==> config.mk <==
export PLATFORM = sky130hd
export DESIGN_NAME = wb_sid_bridge
export DESIGN_NICKNAME = d
export VERILOG_FILES = /design/src/rtl/wb_sid_bridge.sv
export SDC_FILE = /design/constraint.sdc
export NUM_CORES = 1
export LEC_CHECK = 0
export BUFFER_PORTS_ARGS = -buffer_cell sky130_fd_sc_hd__buf_4
export CORE_MARGIN = 2
export CORE_UTILIZATION = 40
export CTS_CLUSTER_DIAMETER = 50
export DETAILED_ROUTE_END_ITERATION = 7
export PLACE_DENSITY = 0.62
export SYNTH_ARGS = -nofsm -noshare
export SYNTH_HDL_FRONTEND = slang
export SYNTH_SLANG_ARGS = --single-unit
export TNS_END_PERCENT = 10
==> constraint.sdc <==
create_clock -name clk -period 4.39 [get_ports clk]
set_input_delay 0.2195 -clock clk [delete_from_list [all_inputs] [get_ports clk]]
set_output_delay 0.2195 -clock clk [all_outputs]
set_load 0.01 [all_outputs]
==> src/rtl/wb_sid_bridge.sv <==
// Wishbone slave fronting NUM_CHIPS SID cores: shadowed write-only registers,
// live read-back registers, and a shared write queue drained one entry per CLK_DIV clocks.
module wb_sid_bridge #(
    parameter int NUM_CHIPS  = 2,
    parameter int FIFO_DEPTH = 16,
    parameter int CLK_DIV    = 32
) (
    input  logic                   clk,
    input  logic                   rst_n,
    input  logic [7:0]             wb_adr_i,
    input  logic [7:0]             wb_dat_i,
    output logic [7:0]             wb_dat_o,
    input  logic                   wb_cyc_i,
    input  logic                   wb_stb_i,
    input  logic                   wb_we_i,
    output logic                   wb_ack_o,
    input  logic [8*NUM_CHIPS-1:0] sid_rdata_i,
    output logic [NUM_CHIPS-1:0]   sid_cs_o,
    output logic                   sid_we_o,
    output logic [4:0]             sid_addr_o,
    output logic [7:0]             sid_dat_o,
    output logic [6:0]             fifo_level_o
);
    localparam int AW  = $clog2(FIFO_DEPTH);
    localparam int CW  = $clog2(CLK_DIV);
    localparam int NSH = NUM_CHIPS * 25;

    logic [15:0]      fifo_mem [FIFO_DEPTH];
    logic [AW-1:0]    wr_ptr;
    logic [AW-1:0]    rd_ptr;
    logic [AW:0]      level;
    logic [CW-1:0]    div_cnt;
    logic [NSH*8-1:0] shadow;

    logic [2:0]  chip;
    logic [4:0]  sreg;
    logic        chip_ok;
    logic        shadow_reg;
    logic        req;
    logic        wr_q;
    logic        full;
    logic        empty;
    logic        tick;
    logic        accept;
    logic        push;
    logic        pop_p0;
    logic [15:0] head;
    logic [7:0]  rd_val;
    int          sh_idx;
    int          rd_idx;

    assign chip       = wb_adr_i[7:5];
    assign sreg       = wb_adr_i[4:0];
    assign chip_ok    = int'(chip) < NUM_CHIPS;
    assign shadow_reg = chip_ok && (sreg <= 5'h18);
    assign sh_idx     = shadow_reg ? int'(chip) * 25 + int'(sreg) : 0;
    assign rd_idx     = chip_ok ? int'(chip) : 0;

    assign req    = wb_cyc_i & wb_stb_i & ~wb_ack_o;
    assign full   = (level == (AW+1)'(FIFO_DEPTH));
    assign empty  = (level == '0);
    assign tick   = (div_cnt == CW'(CLK_DIV - 1));
    // Only queued writes can stall; full is taken from registered state, so a pop this cycle does not help.
    assign wr_q   = req & wb_we_i & shadow_reg;
    assign accept = req & (~wr_q | ~full);
    assign push   = wr_q & ~full;
    assign pop_p0 = tick & ~empty;
    assign head   = fifo_mem[rd_ptr];

    assign fifo_level_o = 7'(level);

    always_comb begin
        rd_val = 8'h00;
        if (sreg == 5'h1F)
            rd_val = {full, fifo_level_o};
        else if (shadow_reg)
            rd_val = shadow[sh_idx*8 +: 8];
        else if (chip_ok && sreg <= 5'h1C)
            rd_val = sid_rdata_i[rd_idx*8 +: 8];
    end

    always_ff @(posedge clk) begin
        if (push)
            fifo_mem[wr_ptr] <= {chip, sreg, wb_dat_i};
    end

    always_ff @(posedge clk or negedge rst_n) begin
        if (!rst_n) begin
            wb_ack_o   <= 1'b0;
            wb_dat_o   <= 8'h00;
            wr_ptr     <= '0;
            rd_ptr     <= '0;
            level      <= '0;
            div_cnt    <= '0;
            shadow     <= '0;
            sid_cs_o   <= '0;
            sid_we_o   <= 1'b0;
            sid_addr_o <= 5'h00;
            sid_dat_o  <= 8'h00;
        end else begin
            wb_ack_o <= accept;
            if (accept && !wb_we_i)
                wb_dat_o <= rd_val;

            if (push) begin
                wr_ptr                   <= wr_ptr + AW'(1);
                shadow[sh_idx*8 +: 8]    <= wb_dat_i;
            end
            if (pop_p0)
                rd_ptr <= rd_ptr + AW'(1);

            if (push && !pop_p0)
                level <= level + (AW+1)'(1);
            else if (pop_p0 && !push)
                level <= level - (AW+1)'(1);

            div_cnt <= tick ? '0 : div_cnt + CW'(1);

            // Strobe stage: one-clock pulse following the pop; address/data persist until the next pop.
            sid_cs_o <= '0;
            sid_we_o <= pop_p0;
            if (pop_p0) begin
                sid_cs_o   <= NUM_CHIPS'(1) << head[15:13];
                sid_addr_o <= head[12:8];
                sid_dat_o  <= head[7:0];
            end
        end
    end
endmodule

==> qor.csv <==
stage,metric,value,unit
setup_path,r2r_slack,890,ps
setup_path,r2r_cells,11,
cells_and_area,final_util,0.4859,
setup_path,crit_arrival,4620,ps
setup_path,path_common_cell,ha_1,
setup_path,worstSetupStartpointType,primary input,
global_route,antenna_found_initial,4,
global_route,grt_max_degree,120,
clock_network,cts_tree,built,
cells_and_area,fin_nets,2594,
setup_path,worst_setup_path_end_kind,register,
floorplanning,dieArea,83520,um2
cells_and_area,largest_reg_flops,400,
timing,setup_tns,0,ps
timing,fin_worst_skew,40.89,ps
cells_and_area,syn2layout_area_growth,20.27,%
global_route,grt_overflow,0,
worst_hold_path,hold_depth,2,
yosys,yosys-mux-area-fraction,0.2252,
drt,vias,21942,
floorplanning,ioPinCount,69,
drt,drc,0,
timing,tightest_slew,1108,ps
global_route,grt_pass1_wl,148.4,mm
drt,ant_nets,0,
yosys,synth-seq-cells,699,
setup_path,crit_buf_inv,3,
timing,final_hold_viol_count,0,
power,p_leak,16.61,nW
clock_network,cts_sinks,699,
power,powerDensity,419.2,nW/um2
timing,setup_violations,0,
setup_path,reg2reg_from,level[0],
run_status,status,"finished, final reports clean",
setup_path,cpPeakStageDelay,600,ps
worst_hold_path,hold_class,in -> reg,
yosys,synth_top_family_by_area,multiplexers,
yosys,async_flop_share,0.6338,
cells_and_area,final_cell_mix,"dfrtp_1, mux2_2, edfxtp_1, buf_4, nand2_1",
placed_design,gp_congestion,0.9429,
power,vdd_drop_max,318.5,uV
drt,post_drt_wl_per_cell,27.25,um
clock_network,clkTransAtPathRegs,60,ps
cells_and_area,drive_above_1_share,0.3790,
floorplanning,die_w,289.0,um
timing,slew_headroom,0.2612,
drt,drt-total-wl,99.76,mm
floorplanning,die_y,289.0,um
setup_path,cp_max_fo,8,
timing,fmax,0.2425,GHz
placed_design,dp_hpwl,67.04,mm
setup_path,r2r_end,level[4],
clock_network,clockBufferDepth,3,
drt,drt-pass1-iter-count,6,
global_route,grt_pass1_vias,22345,
yosys,synthXorXnorAreaFrac,0.005353,
yosys,synth-main-ff-cell,dfrtp_1,
yosys,seq_area_frac_synth,0.5778,
yosys,synth_area,32490,um2
timing,slew_violations,0,
placed_design,port_buffers,66,
worst_hold_path,hp-start,wb_adr_i[4],
yosys,synthAdderAreaFrac,0.01240,
setup_path,cp_top_family,simple AND/OR/NAND/NOR gates,
yosys,synth_edf_count,256,
setup_path,worst_ep_required_time,4890,ps
yosys,synth_cell_types,92,
flow_run,maxCapViolCount,0,
timing,rsz0062_at_grt,false,
worst_hold_path,worstHoldEndpoint,fifo_mem[15][12],
yosys,synth_area_per_cell,14.17,um2
clock_network,cts_setup_buffers,0,
timing,fin_crit,4124,ps
clock_network,h-tree-depth,3,
yosys,synth_simple_gate_area_share,0.08619,
clock_network,cts_made_buffers,86,
floorplanning,core,80420,um2
setup_path,worst_path_max_delay_cell,or3_1,
drt,vias_per_cell,5.993,
yosys,synth-compound-area-share,0.06971,
global_route,grt_util_all_layers,0.2407,
clock_network,root_buffer,clkbuf_16,
setup_path,critPathKind,in -> reg,
cells_and_area,final_common_cell,dfrtp_1,
setup_path,crit_path_cell_trace,buf_4 -> inv_1 -> ha_1 -> ha_1 -> ha_2 -> buf_4 -> and3_4 -> a221oi_4 -> nor2b_1 -> a22oi_2 -> o41a_1 -> nor2b_1 -> ha_1 -> nor2b_4 -> and3_1 -> nand2_1 -> or3_1 -> mux2_1,
floorplanning,initial_core_util,0.4040,
floorplanning,num_rows,104,
timing,period_share,0.9394,
yosys,yosys_warnings,0,
yosys,synth_cells,2292,
clock_network,clk_latency,650,ps
drt,drt_iter0_markers,2238,
-- worst reg2reg max path: stages, from the launching register on --
cell and delay [ps]:
dfrtp_1 580, nor4_1 720, a21oi_1 260, and2_1 370, ha_1 290, inv_1 140
ha_1 280, a21o_1 190, a21oi_1 170, xnor2_1 130, nor2_1 70, xor2_1 140
-- layer usage --
metal	track usage	share of wire	up-vias
li1	-	-	9215
met1	0.3357	0.43	11429
met2	0.3694	0.45	1085
met3	0.05906	0.090	211
met4	0.07990	0.031	2
met5	0	0.00013	-
-- repair_timing --
action,CTS,global route
hold buffers,11,0
endpoints found under the setup margin,0,0
endpoints found under the hold margin,225,0
resized for setup,0,0
-- worst max-delay path by stage --
stage                      startpoint     endpoint  slack, ps  cells after the start
final                     wb_adr_i[6]  shadow[189]        270                     18
after global routing      wb_adr_i[6]  shadow[189]         90                     17
after CTS                 wb_adr_i[6]  shadow[189]        330                     18
after detailed placement  wb_adr_i[6]  shadow[189]       -320                     18
after global placement    wb_adr_i[6]  shadow[189]       -300                     16
after floorplan           wb_adr_i[5]  shadow[392]        0.7                     18
-- cells in the mapped netlist (all sizes together) (7+ instances only) --
master  count  share of area
a211o       9         0.0024
a211oi     35         0.0085
a21oi      70          0.011
a221oi      8         0.0027
a31oi      18         0.0035
a32oi       7         0.0019
and2       17         0.0033
and3       29         0.0057
buf        45         0.0070
clkbuf    108          0.012
dfrtp     443           0.34
edfxtp    256           0.24
ha         29          0.011
inv        31         0.0036
mux2      411           0.14
mux2i      66          0.020
mux4       90          0.062
nand2     132          0.015
nand3      45         0.0071
nand3b      7         0.0016
nand4      17         0.0033
nor2       84         0.0099
nor2b      28         0.0054
nor3       46          0.013
nor4       25          0.012
o211ai      7         0.0018
o21ai      53         0.0083
o221ai     18         0.0049
o22ai      30         0.0058
o311ai      8         0.0027
or3         8         0.0015
xnor2      15         0.0043
-- layout make-up --
| type | instances | area, um2 |
|---|---|---|
| clock buffers | 100 | 2225 |
| well taps | 1060 | 1326 |
| flip-flops and latches | 699 | 18780 |
| multi-input cells | 1409 | 13080 |
| inverters | 32 | 120.1 |
| fillers | 6948 | 41340 |
| repair buffers | 298 | 2798 |
| clock inverters | 58 | 733.2 |
| diodes | 5 | 12.51 |
-- metrics by stage --
step | setup slack, ps | area, um2 | power, mW | instances | hold slack, ps
after floorplan | 0.7097 | 32560 | 8.075 | 2293 | -76.09
after global placement | -295.6 | 35990 | 9.120 | 3487 | 262.2
after detailed placement | -315.0 | 35990 | 9.154 | 3487 | 274.9
after CTS | 327.6 | 39060 | 16.44 | 3656 | 8.551
after global routing | 88.81 | 39070 | 16.89 | 3657 | 36.56
final | 266.0 | 39080 | 16.38 | 3661 | 37.90
-- logic make-up (layout without fill, tap and decap cells) --
group	count (synthesis)	count (layout)
muxes	567	567
other	1	7
DFF	699	699
buffers and inverters	185	488
adders and majority gates	31	31
xor gates and xnor gates	19	19
and+or+nand+nor	470	470
AOI/OAI and AO/OA	320	320
-- where the power goes --
| part | total, mW | switching [mW] | internal, mW |
|---|---|---|---|
| combinational | 2.07 | 1.38 | 0.691 |
| sequential | 7.03 | 0.177 | 6.85 |
| clock | 7.28 | 2.96 | 4.31 |
(Power assumes the default switching activity.)
